$ cat src/rtl/interrupt_arbiter_pkg.sv
// Shared types and constants for the 6502 interrupt arbiter.
package int_arb_pkg;

    typedef enum logic [1:0] {
        KIND_RESET = 2'd0,
        KIND_NMI   = 2'd1,
        KIND_IRQ   = 2'd2
    } kind_t;

    typedef enum logic [1:0] {
        ST_IDLE  = 2'd0,
        ST_ARMED = 2'd1,
        ST_SEQ   = 2'd2
    } state_t;

    localparam logic [15:0] VEC_NMI = 16'hFFFA;
    localparam logic [15:0] VEC_RST = 16'hFFFC;
    localparam logic [15:0] VEC_IRQ = 16'hFFFE;

    function automatic logic [15:0] vec_of(input kind_t k);
        case (k)
            KIND_NMI: return VEC_NMI;
            KIND_IRQ: return VEC_IRQ;
            default:  return VEC_RST;
        endcase
    endfunction

endpackage

$ cat src/rtl/interrupt_arbiter_if.sv
// CPU-sequencer / peripheral side signals of the interrupt arbiter.
interface interrupt_arbiter_if #(
    parameter int NUM_SRC = 4,
    parameter int SRC_W   = 3
);
    logic               clk_ph1;
    logic               clk_ph2;
    logic               nmi;
    logic [NUM_SRC-1:0] irq_src;
    logic [NUM_SRC-1:0] src_en;
    logic [NUM_SRC-1:0] src_edge;
    logic               irq_mask;
    logic               poll;
    logic               brk;
    logic               int_ack;
    logic               vec_fetch;
    logic               irq_out;
    logic               nmi_out;
    logic               int_out;
    logic [15:0]        int_vec;
    logic [SRC_W-1:0]   int_src;
    logic [NUM_SRC-1:0] src_pending;

    modport master (
        output clk_ph1, clk_ph2, nmi, irq_src, src_en, src_edge,
               irq_mask, poll, brk, int_ack, vec_fetch,
        input  irq_out, nmi_out, int_out, int_vec, int_src, src_pending
    );

    modport slave (
        input  clk_ph1, clk_ph2, nmi, irq_src, src_en, src_edge,
               irq_mask, poll, brk, int_ack, vec_fetch,
        output irq_out, nmi_out, int_out, int_vec, int_src, src_pending
    );
endinterface

$ cat src/rtl/interrupt_arbiter_src_det.sv
// Per-source IRQ detector: level follow or falling-edge latch, sampled on phi2.
module int_src_det (
    input  logic sys_clock,
    input  logic rst,
    input  logic clk_ph2,
    input  logic irq_n,
    input  logic edge_mode,
    input  logic clr,
    output logic pending,
    output logic pending_kept
);
    logic lvl_q, lvl_d;
    logic pend_q, pend_d;
    logic prev_q, prev_d;

    // clear arrives on phi1, a new edge on phi2, so a re-arriving edge is never lost
    always_comb begin
        lvl_d  = lvl_q;
        pend_d = pend_q;
        prev_d = prev_q;
        if (clr) begin
            pend_d = 1'b0;
        end
        if (clk_ph2) begin
            lvl_d  = !edge_mode && !irq_n;
            prev_d = irq_n;
            if (edge_mode && prev_q && !irq_n) begin
                pend_d = 1'b1;
            end
        end
    end

    // detector state registers
    always_ff @(posedge sys_clock or posedge rst) begin
        if (rst) begin
            lvl_q  <= 1'b0;
            pend_q <= 1'b0;
            prev_q <= 1'b1;
        end else begin
            lvl_q  <= lvl_d;
            pend_q <= pend_d;
            prev_q <= prev_d;
        end
    end

    assign pending      = lvl_q | pend_q;
    assign pending_kept = lvl_q | (pend_q & !clr);

endmodule

$ cat src/rtl/interrupt_arbiter.sv
// 6502 interrupt arbiter: NMI plus NUM_SRC prioritised IRQ sources.
// Optional build macro INT_ARB_NMI_HIJACK_EN lets a late NMI take over the vector fetch.
module interrupt_arbiter
    import int_arb_pkg::*;
#(
    parameter int NUM_SRC = 4,
    parameter int SRC_W   = 3
) (
    input logic                sys_clock,
    input logic                rst,
    interrupt_arbiter_if.slave bus
);
    logic [NUM_SRC-1:0] pending, pending_kept, active, pend_clr, scan;
    logic [SRC_W-1:0]   win_src;
    logic               found;
    logic               irq_commit, nmi_commit;

    state_t             state_q, state_d;
    kind_t              kind_q, kind_d;
    logic               irq_out_q, irq_out_d;
    logic               nmi_out_q, nmi_out_d;
    logic               int_out_q, int_out_d;
    logic [15:0]        int_vec_q, int_vec_d;
    logic [SRC_W-1:0]   int_src_q, int_src_d;
    logic               nmi_pre_q, nmi_pre_d;
    logic               nmi_det_q, nmi_det_d;

    for (genvar i = 0; i < NUM_SRC; i++) begin : g_src
        assign pend_clr[i] = irq_commit && (int_src_q == SRC_W'(i));
        int_src_det u_det (
            .sys_clock    (sys_clock),
            .rst          (rst),
            .clk_ph2      (bus.clk_ph2),
            .irq_n        (bus.irq_src[i]),
            .edge_mode    (bus.src_edge[i]),
            .clr          (pend_clr[i]),
            .pending      (pending[i]),
            .pending_kept (pending_kept[i])
        );
    end

    assign active = pending & bus.src_en;

    // priority encoder: lowest enabled pending index wins
    always_comb begin
        win_src = '0;
        found   = 1'b0;
        scan    = active;
        for (int unsigned i = 0; i < NUM_SRC; i++) begin
            if (scan[0] && !found) begin
                win_src = SRC_W'(i);
                found   = 1'b1;
            end
            scan = scan >> 1;
        end
    end

    // sequencer FSM, advances on phi1 only
    always_comb begin
        state_d    = state_q;
        kind_d     = kind_q;
        int_out_d  = int_out_q;
        int_src_d  = int_src_q;
        irq_commit = 1'b0;
        nmi_commit = 1'b0;
        if (bus.clk_ph1) begin
            case (state_q)
                ST_IDLE: begin
                    if (bus.poll && (irq_out_q || nmi_out_q)) begin
                        state_d   = ST_ARMED;
                        int_out_d = 1'b1;
                        kind_d    = nmi_out_q ? KIND_NMI : KIND_IRQ;
                        int_src_d = win_src;
                    end else if (bus.brk && bus.vec_fetch) begin
                        kind_d = KIND_IRQ;
`ifdef INT_ARB_NMI_HIJACK_EN
                        if (nmi_out_q) begin
                            kind_d     = KIND_NMI;
                            nmi_commit = 1'b1;
                        end
`endif
                    end
                end
                ST_ARMED: begin
                    if (bus.int_ack) begin
                        state_d   = ST_SEQ;
                        int_out_d = 1'b0;
                    end
                end
                ST_SEQ: begin
                    if (bus.vec_fetch) begin
                        state_d = ST_IDLE;
`ifdef INT_ARB_NMI_HIJACK_EN
                        if (nmi_out_q) begin
                            kind_d     = KIND_NMI;
                            nmi_commit = 1'b1;
                        end else
`endif
                        if (kind_q == KIND_NMI) begin
                            nmi_commit = 1'b1;
                        end else if (kind_q == KIND_IRQ) begin
                            irq_commit = 1'b1;
                        end
                    end
                end
                default: state_d = ST_IDLE;
            endcase
        end
    end

    // request latches and NMI edge detector; commits mask out the source being cleared
    // so a serviced request does not linger one extra phase
    always_comb begin
        irq_out_d = irq_out_q;
        nmi_out_d = nmi_out_q;
        nmi_pre_d = nmi_pre_q;
        nmi_det_d = nmi_det_q;
        int_vec_d = vec_of(kind_d);
        if (bus.clk_ph1) begin
            irq_out_d = |(pending_kept & bus.src_en) && !bus.irq_mask;
            nmi_out_d = nmi_det_q && !nmi_commit;
        end
        if (nmi_commit) begin
            nmi_det_d = 1'b0;
        end
        if (bus.clk_ph2) begin
            nmi_pre_d = bus.nmi;
            if (nmi_pre_q && !bus.nmi) begin
                nmi_det_d = 1'b1;
            end
        end
    end

    // state registers; reset replays the start-up RESET sequence
    always_ff @(posedge sys_clock or posedge rst) begin
        if (rst) begin
            state_q   <= ST_ARMED;
            kind_q    <= KIND_RESET;
            irq_out_q <= 1'b0;
            nmi_out_q <= 1'b0;
            int_out_q <= 1'b1;
            int_vec_q <= VEC_RST;
            int_src_q <= '0;
            nmi_pre_q <= 1'b1;
            nmi_det_q <= 1'b0;
        end else begin
            state_q   <= state_d;
            kind_q    <= kind_d;
            irq_out_q <= irq_out_d;
            nmi_out_q <= nmi_out_d;
            int_out_q <= int_out_d;
            int_vec_q <= int_vec_d;
            int_src_q <= int_src_d;
            nmi_pre_q <= nmi_pre_d;
            nmi_det_q <= nmi_det_d;
        end
    end

    assign bus.irq_out     = irq_out_q;
    assign bus.nmi_out     = nmi_out_q;
    assign bus.int_out     = int_out_q;
    assign bus.int_vec     = int_vec_q;
    assign bus.int_src     = int_src_q;
    assign bus.src_pending = pending;

endmodule

$ cat src/flat_wrapper.sv
// flat-port wrapper written by rule: the top's interface ports become plain ports
module interrupt_arbiter_flat import int_arb_pkg::*;
#(
    parameter int NUM_SRC = 4,
    parameter int SRC_W   = 3
)
  (sys_clock, rst, bus_clk_ph1, bus_clk_ph2, bus_nmi, bus_irq_src, bus_src_en, bus_src_edge, bus_irq_mask, bus_poll, bus_brk, bus_int_ack, bus_vec_fetch, bus_irq_out, bus_nmi_out, bus_int_out, bus_int_vec, bus_int_src, bus_src_pending);
  interrupt_arbiter_if #(.NUM_SRC(NUM_SRC), .SRC_W(SRC_W)) bus_i ();
  input logic sys_clock;
  input logic rst;
  input wire logic [$bits(bus_i.clk_ph1)-1:0] bus_clk_ph1;
  input wire logic [$bits(bus_i.clk_ph2)-1:0] bus_clk_ph2;
  input wire logic [$bits(bus_i.nmi)-1:0] bus_nmi;
  input wire logic [$bits(bus_i.irq_src)-1:0] bus_irq_src;
  input wire logic [$bits(bus_i.src_en)-1:0] bus_src_en;
  input wire logic [$bits(bus_i.src_edge)-1:0] bus_src_edge;
  input wire logic [$bits(bus_i.irq_mask)-1:0] bus_irq_mask;
  input wire logic [$bits(bus_i.poll)-1:0] bus_poll;
  input wire logic [$bits(bus_i.brk)-1:0] bus_brk;
  input wire logic [$bits(bus_i.int_ack)-1:0] bus_int_ack;
  input wire logic [$bits(bus_i.vec_fetch)-1:0] bus_vec_fetch;
  output wire logic [$bits(bus_i.irq_out)-1:0] bus_irq_out;
  output wire logic [$bits(bus_i.nmi_out)-1:0] bus_nmi_out;
  output wire logic [$bits(bus_i.int_out)-1:0] bus_int_out;
  output wire logic [$bits(bus_i.int_vec)-1:0] bus_int_vec;
  output wire logic [$bits(bus_i.int_src)-1:0] bus_int_src;
  output wire logic [$bits(bus_i.src_pending)-1:0] bus_src_pending;
  assign bus_i.clk_ph1 = bus_clk_ph1;
  assign bus_i.clk_ph2 = bus_clk_ph2;
  assign bus_i.nmi = bus_nmi;
  assign bus_i.irq_src = bus_irq_src;
  assign bus_i.src_en = bus_src_en;
  assign bus_i.src_edge = bus_src_edge;
  assign bus_i.irq_mask = bus_irq_mask;
  assign bus_i.poll = bus_poll;
  assign bus_i.brk = bus_brk;
  assign bus_i.int_ack = bus_int_ack;
  assign bus_i.vec_fetch = bus_vec_fetch;
  assign bus_irq_out = bus_i.irq_out;
  assign bus_nmi_out = bus_i.nmi_out;
  assign bus_int_out = bus_i.int_out;
  assign bus_int_vec = bus_i.int_vec;
  assign bus_int_src = bus_i.int_src;
  assign bus_src_pending = bus_i.src_pending;
  interrupt_arbiter #(.NUM_SRC(NUM_SRC), .SRC_W(SRC_W)) u_core (.sys_clock(sys_clock), .rst(rst), .bus(bus_i));
endmodule
$ cat config.mk
export PLATFORM = sky130hd
export DESIGN_NAME = interrupt_arbiter_flat
export DESIGN_NICKNAME = d
export VERILOG_FILES = /design/src/rtl/interrupt_arbiter_pkg.sv /design/src/rtl/interrupt_arbiter_if.sv /design/src/rtl/interrupt_arbiter_src_det.sv /design/src/rtl/interrupt_arbiter.sv /design/src/flat_wrapper.sv
export SDC_FILE = /design/constraint.sdc
export NUM_CORES = 1
export LEC_CHECK = 0
export ABC_AREA = 1
export CORE_MARGIN = 2
export CORE_UTILIZATION = 45
export DETAILED_ROUTE_END_ITERATION = 8
export PLACE_DENSITY = 0.76
export RECOVER_POWER = 100
export SETUP_SLACK_MARGIN = 0.05
export SYNTH_ARGS = -nofsm -noshare
export SYNTH_HDL_FRONTEND = slang
export SYNTH_HIERARCHICAL = 1
export SYNTH_SLANG_ARGS = --single-unit
$ cat constraint.sdc
create_clock -name sys_clock -period 2.1 [get_ports sys_clock]
set_clock_uncertainty 0.2 [all_clocks]
set_input_delay 0.42 -clock sys_clock [delete_from_list [all_inputs] [get_ports sys_clock]]
set_output_delay 0.42 -clock sys_clock [all_outputs]
set_load 0.02 [all_outputs]
==> results of run 1 <==
==> power groups by stage <==
| stage | clock network [W] | logic, W | registers [W] |
|---|---|---|---|
| after floorplan | 0 | 0.000353 | 0.000780 |
| after global placement | 0 | 0.000663 | 0.000730 |
| after detailed placement | 0 | 0.000674 | 0.000732 |
| after CTS | 0.000222 | 0.000652 | 0.000723 |
| after global routing | 0.000242 | 0.000714 | 0.000741 |
| final | 0.000213 | 0.000631 | 0.000725 |
==> state kept, by name, indices dropped and copies added, names as in the netlist, 2 cells and up <==
| register | flops |
|---|---|
| u_core/g_src.u_det/lvl_q | 4 |
| u_core/g_src.u_det/pend_q | 4 |
| u_core/g_src.u_det/prev_q | 4 |
| u_core/bus.int_src | 2 |
| u_core/bus.int_vec | 2 |
| u_core/kind_q | 2 |
| u_core/state_q | 2 |
==> how the worst max path moves through the flow <==
stage	from	to	slack, ps	cells after the start
floorplan	bus_vec_fetch	u_core/bus.irq_out	500	11
finish	u_core/g_src[3].u_det/lvl_q	bus_src_pending[3]	90	2
CTS	u_core/g_src[3].u_det/lvl_q	bus_src_pending[3]	80	2
detailed placement	bus_vec_fetch	u_core/bus.irq_out	-160	12
global placement	bus_vec_fetch	u_core/bus.irq_out	-180	12
global route	u_core/g_src[3].u_det/lvl_q	bus_src_pending[3]	20	2
==> cell type report <==
class / instances / area [um^2] / share of cell area [%]
timing repair buffer: 43 / 378 / 20.9
tap: 44 / 55.1 / 3.04
sequential: 25 / 636 / 35.2
inverter: 37 / 139 / 7.68
clock buffer: 4 / 26.3 / 1.45
multi-input combinational: 130 / 574 / 31.8
==> routing by layer <==
layer	GRT usage, %	vias to the layer above	share of wire (%)
met5	0	-	0
met4	6.67	0	0.63
met3	2.60	2	4.9
met2	27.5	32	48
met1	22.4	547	47
li1	-	635	-
==> cell families after synthesis <==
group / after synthesis / synth area share (%)
fa+ha+maj: 1 / 0.881
buf+inv: 52 / 17.7
compound gates: 6 / 2.38
other cells: 2 / 0.529
flops: 25 / 44.8
simple gates: 108 / 33.7
==> placed cells by master (no fill, tap or decap), drive strengths merged <==
cell           count
nand3             10
dlygate4sd3        4
nor3               5
clkbuf             8
nand2             60
dlygate4sd2        6
or2                4
clkdlybuf4s50     21
inv               34
buf                8
dfrtp             17
dfstp              8
nor2              26
clkinv             3
nand4              3
conb              15
ha                 1
o21ai              6
==> metrics by stage <==
step	util [%]	setup slack, ps	instances	hold WS, ps
after floorplan	-	495	207	-27.1
after global placement	59.4	-179	277	248
after detailed placement	59.4	-165	277	257
after CTS	60.0	76.2	281	183
after global routing	59.7	24.6	283	298
final	59.7	93.2	283	272
==> worst reg2reg max path, delay by kind of cell (launching register included) <==
family,cells,cell delay [ps]
AND/OR/NAND/NOR,8,800
AO/OA/AOI/OAI,1,70
buffers and inverters,2,180
flip-flops,1,470
==> repair_timing <==
item,CTS,global route
setup buffers,0,2
hold buffers,0,0
endpoints found under the setup margin,6,4
resized for setup,6,4
==> impl_metrics.sql, run 1 <==
INSERT INTO impl_metrics (metric_group, metric, value, unit) VALUES
('run_status', 'run_status', 'completed', ''),
('min_path', 'hold_path.class', 'reg2reg', ''),
('logic_synthesis', 'avgSynthCellArea', '7.32', 'um^2'),
('power', 'share_comb_of_total_power', '40.2', '%'),
('logic_synthesis', 'syn_inst', '194', ''),
('clocking', 'cts_made_buffers', '3', ''),
('grt', 'grt_start_max_net_pins', '15', ''),
('cells_and_area', 'nets', '263', ''),
('cells_and_area', 'fraction_of_layout_cells_with_a_size_suffix_above_1', '13.0', '%'),
('cells_and_area', 'flow.area_growth_from_synthesis', '27.3', '%'),
('power', 'seq_power_share', '46.2', '%'),
('sta', 'final_min_period_over_clock_period', '95.6', '%'),
('worst_setup_path', 'criticalPathCategory', 'reg2out', ''),
('min_path', 'holdPathEnd', 'u_core/bus.int_out', ''),
('power', 'peakVddDrop', '327', 'uV'),
('logic_synthesis', 'netlist.area_leader.share', '30.0', '%'),
('power', 'cell_internal_pwr', '0.000962', 'W'),
('logic_synthesis', 'post_synth_instance_area', '1420', 'um^2'),
('logic_synthesis', 'dominantRegCellSynth', 'dfrtp_1', ''),
('sta', 'final-setup-viol-count', '0', ''),
('die', 'dieHeight', '60.2', 'um'),
('die', 'dieArea', '3620', 'um^2'),
('clocking', 'cts.clk_slew.worst_paths', '130', 'ps'),
('routing', 'route.vias.total', '1216', ''),
('routing', 'drt_wl_total', '2710', 'um'),
('power', 'switching_portion_of_total_power', '38.6', '%'),
('logic_synthesis', 'yosys-top-cells-area', 'dfrtp_1 (30%), nand2_1 (15%), dfstp_2 (15%)', ''),
('die', 'core_area', '3030', 'um^2'),
('grt', 'via_count_of_the_first_global_routing_pass', '1066', ''),
('worst_setup_path', 'timing.critical_path.required', '1480', 'ps'),
('placed_design', 'place.detailed.hpwl', '2200', 'um'),
('run', 'drv.max_cap_violation_count', '0', ''),
('placed_design', 'port_buffers', '32', ''),
('grt', 'globalRouteTotalUtil', '16.9', '%'),
('worst_setup_path', 'worst-path-max-fanout', '3', ''),
('logic_synthesis', 'async_flop_share', '100', '%'),
('logic_synthesis', 'synth_most_common_cell', 'nand2_1', ''),
('worst_setup_path', 'data_arrival_at_the_endpoint_of_the_critical_path', '1390', 'ps'),
('cells_and_area', 'antenna_cells', '0', ''),
('clocking', 'worst_skew_pair.late_latency', '310', 'ps'),
('routing', 'drtAntennaViolNets', '0', ''),
('logic_synthesis', 'sequential_to_total_area_share_from_yosys_stat', '44.8', '%'),
('worst_setup_path', 'r2r_slack', '290', 'ps'),
('routing', 'avgRoutedWirePerCell', '9.56', 'um'),
('worst_setup_path', 'worst-r2r-cell-count', '11', ''),
('power', 'power', '0.00157', 'W'),
('cells_and_area', 'fillers', '302', ''),
('min_path', 'hold_path.startpoint', 'u_core/bus.int_out', ''),
('worst_setup_path', 'r2r_start', 'u_core/state_q[1]', ''),
('sta', 'setup_tns', '0', 'ps'),
('placed_design', 'gp_routability_congestion', '0.834', ''),
('sta', 'clock.fmax', '498', 'MHz'),
('routing', 'detail_route.iter0.violations', '44', ''),
('routing', 'drt_pass1_iterations', '4', ''),
('power', 'p_sw', '0.000606', 'W'),
('power', 'clock_power_share', '13.6', '%'),
('worst_setup_path', 'crit_path_start_kind', 'flop', ''),
('min_path', 'worstHoldPathCells', '2', ''),
('routing', 'avgViaCountPerCell', '4.30', ''),
('sta', 'tightest_slew', '603', 'ps'),
('worst_setup_path', 'cp.buffers_inverters', '1', ''),
('grt', 'global_route_wire_length_before_repair', '4510', 'um'),
('power', 'leakagePower', '0.926', 'nW'),
('sta', 'grt_setup_unrepaired', 'no', ''),
('worst_setup_path', 'crit_path_cell_trace', 'or2_2 -> dlygate4sd2_1', ''),
('grt', 'number_of_antenna_violations_at_the_first_check_in_global_routing', '0', ''),
('die', 'rows', '20', ''),
('worst_setup_path', 'worstReg2RegEnd', 'u_core/bus.irq_out', ''),
('sta', 'timing.max_slew.rel_slack', '59.8', '%'),
('clocking', 'tritoncts', 'yes', ''),
('sta', 'timing.final.hold_violations', '0', '');
Power figures use the tool's default switching activity.
==> run 2: changes to the inputs <==
CORE_MARGIN = default   (was 2)
==> run 2 against run 1 <==
Against the previous run: total power down 1.3%; utilization down 1.1 points; combinational power down 2%; first-iteration DRC count down 2.3%; cell area down 1.8%; sequential share of layout area up 0.64 points; via count down 1.1%; cell count down 1.1%; clock power down 3%; critical path type unchanged; critical endpoint is now bus_src_pending[1]; largest cell class unchanged.
==> impl_metrics.sql, run 2 (synthesized netlist as in run 1, its figures left out) <==
INSERT INTO impl_metrics (metric_group, metric, value, unit) VALUES
('run_status', 'run_status', 'completed', ''),
('grt', 'number_of_antenna_violations_at_the_first_check_in_global_routing', '0', ''),
('cells_and_area', 'fraction_of_layout_cells_with_a_size_suffix_above_1', '11.9', '%'),
('sta', 'min_cycle_time_layout', '1990', 'ps'),
('grt', 'grt_overflow', '0', ''),
('placed_design', 'gp_routability_congestion', '0.814', ''),
('routing', 'avgRoutedWirePerCell', '9.03', 'um'),
('sta', 'timing_max_transition_violations_final', '0', ''),
('clocking', 'cts_buffer_depth', '2', ''),
('die', 'rows', '20', ''),
('cells_and_area', 'largest_registers', 'u_core/g_src.u_det/lvl_q: 4 flops, u_core/g_src.u_det/pend_q: 4 flops, u_core/g_src.u_det/prev_q: 4 flops', ''),
('clocking', 'postCtsHoldBufs', '0', ''),
('worst_setup_path', 'slowest_stage_cell_on_the_critical_path', 'dfrtp_1', ''),
('run', 'drv.max_cap_violation_count', '0', ''),
('worst_setup_path', 'criticalPathCategory', 'reg2out', ''),
('worst_setup_path', 'r2r_start', 'u_core/state_q[1]', ''),
('power', 'pwr_density_cell', '872', 'nW/um^2'),
('sta', 'final_min_period_over_clock_period', '94.8', '%'),
('min_path', 'hold_path.class', 'in2async', ''),
('worst_setup_path', 'worst_path_largest_cell_delay', '420', 'ps'),
('clocking', 'cts_repair_resize_count', '6', ''),
('routing', 'drt_wl_total', '2530', 'um'),
('worst_setup_path', 'worst-r2r-cell-count', '11', ''),
('clocking', 'ctsHtreeMaxLevel', '1', ''),
('placed_design', 'port_buffers', '32', ''),
('cells_and_area', 'layout_common_cells', 'nand2_1 (58), inv_1 (35), nor2_1 (24)', ''),
('worst_setup_path', 'endpoint_kind', 'primary output', ''),
('routing', 'drtAntennaViolNets', '0', ''),
('worst_setup_path', 'crit_path_start_kind', 'flop', ''),
('routing', 'drt_pass1_iterations', '4', ''),
('sta', 'timing.final.hold_violations', '0', ''),
('clocking', 'cts.clk_slew.worst_paths', '130', 'ps'),
('grt', 'global_route_wire_length_before_repair', '4210', 'um'),
('grt', 'via_count_of_the_first_global_routing_pass', '1021', ''),
('power', 'leakagePower', '0.916', 'nW'),
('routing', 'drc_errors', '0', ''),
('cells_and_area', 'flow.area_growth_from_synthesis', '25.0', '%'),
('sta', 'tightest_slew', '593', 'ps'),
('die', 'core_area', '3030', 'um^2'),
('sta', 'timing.max_slew.rel_slack', '60.5', '%'),
('die', 'die_w', '58.2', 'um'),
('sta', 'whs', '277', 'ps'),
('clocking', 'cts_sinks', '25', ''),
('die', 'initial_core_util', '46.9', '%'),
('cells_and_area', 'fillers', '311', ''),
('clocking', 'cts_post_setup_buffers_inserted', '0', ''),
('clocking', 'worst_skew_pair.late_latency', '310', 'ps'),
('grt', 'globalRouteTotalUtil', '16.4', '%'),
('worst_setup_path', 'critical-path-top-delay-family', 'flip-flops', ''),
('routing', 'route.vias.total', '1203', ''),
('worst_setup_path', 'data_arrival_at_the_endpoint_of_the_critical_path', '1370', 'ps'),
('worst_setup_path', 'worstReg2RegEnd', 'u_core/bus.irq_out', ''),
('grt', 'grt_start_max_net_pins', '15', ''),
('sta', 'clock.fmax', '502', 'MHz'),
('sta', 'final-setup-viol-count', '0', ''),
('cells_and_area', 'nets', '260', ''),
('cells_and_area', 'antenna_cells', '0', ''),
('placed_design', 'place.detailed.hpwl', '2070', 'um'),
('worst_setup_path', 'crit_path_cell_trace', 'or2_2 -> dlygate4sd2_1', ''),
('clocking', 'cts-root-buf', 'clkbuf_4', ''),
('routing', 'detail_route.iter0.violations', '43', ''),
('sta', 'grt_setup_unrepaired', 'no', ''),
('worst_setup_path', 'timing.critical_path.required', '1480', 'ps'),
('clocking', 'cts_made_buffers', '3', ''),
('worst_setup_path', 'crit_start', 'u_core/g_src[1].u_det/lvl_q', ''),
('sta', 'worst_slack', '109', 'ps'),
('die', 'dieArea', '3380', 'um^2'),
('cells_and_area', 'layout.cells.most_common', 'nand2_1', ''),
('die', 'dieHeight', '58.2', 'um'),
('worst_setup_path', 'r2r_slack', '270', 'ps'),
('routing', 'avgViaCountPerCell', '4.30', ''),
('worst_setup_path', 'worst-path-max-fanout', '3', ''),
('placed_design', 'dpl_worst_slack', '-187', 'ps'),
('worst_setup_path', 'cp.buffers_inverters', '1', ''),
('power', 'peakVddDrop', '320', 'uV'),
('die', 'boundaryPins', '48', ''),
('clocking', 'tritoncts', 'yes', '');
-- run 2: worst max path at each step --
stage,endpoint,slack [ps],depth (start not counted)
2_1_floorplan,u_core/bus.irq_out,500,11
3_3_place_gp,u_core/bus.irq_out,-150,12
3_5_place_dp,u_core/bus.irq_out,-190,12
4_1_cts,bus_src_pending[3],70,2
5_1_grt,u_core/bus.irq_out,50,12
6_report,bus_src_pending[1],110,2
-- run 2: cell type report --
class,count,area (um^2),area share (%)
clock buffers,4,26.3,1.48
inverters,37,139,7.82
well taps,44,55.1,3.10
repair buffers,40,350,19.7
flip-flops and latches,25,636,35.8
multi-input cells,130,569,32.1
-- run 2: stage by stage --
step,power [W],util (%),std cells,setup TNS [ps],area (um^2)
global route,0.00167,58.6,280,0,1780
CTS,0.00159,59.8,280,0,1810
detailed placement,0.00141,59.2,276,-187,1790
finish,0.00155,58.6,280,0,1780
global placement,0.00139,59.2,276,-146,1790
floorplan,0.00113,-,207,0,1470
-- run 2: worst reg2reg max path, cell delays in order, from the launching register on --
cell and delay (ps):
dfrtp_1 460, inv_1 120, nor2_2 110, nand3_1 160
nor3_1 190, inv_1 70, nand2_1 70, nand2_1 50
nand2_1 60, nand4_1 90, nand2_1 60, o21ai_0 90
-- run 2: routing by layer --
metal  share of wire, %  GRT usage, %  up-vias
met5                  0             0        -
met4                1.1          6.12        0
met3                3.6          2.01        4
met2                 47          27.3       30
met1                 48          22.1      537
li1                   -             -      632
-- run 2: where the power goes --
group          internal (W)  total [W]  switching, W  leakage (nW)
registers          0.000628   0.000721     0.0000931         0.280
clock network     0.0000741   0.000206      0.000132        0.0150
logic              0.000257   0.000621      0.000363         0.621
total              0.000960    0.00155      0.000589         0.916
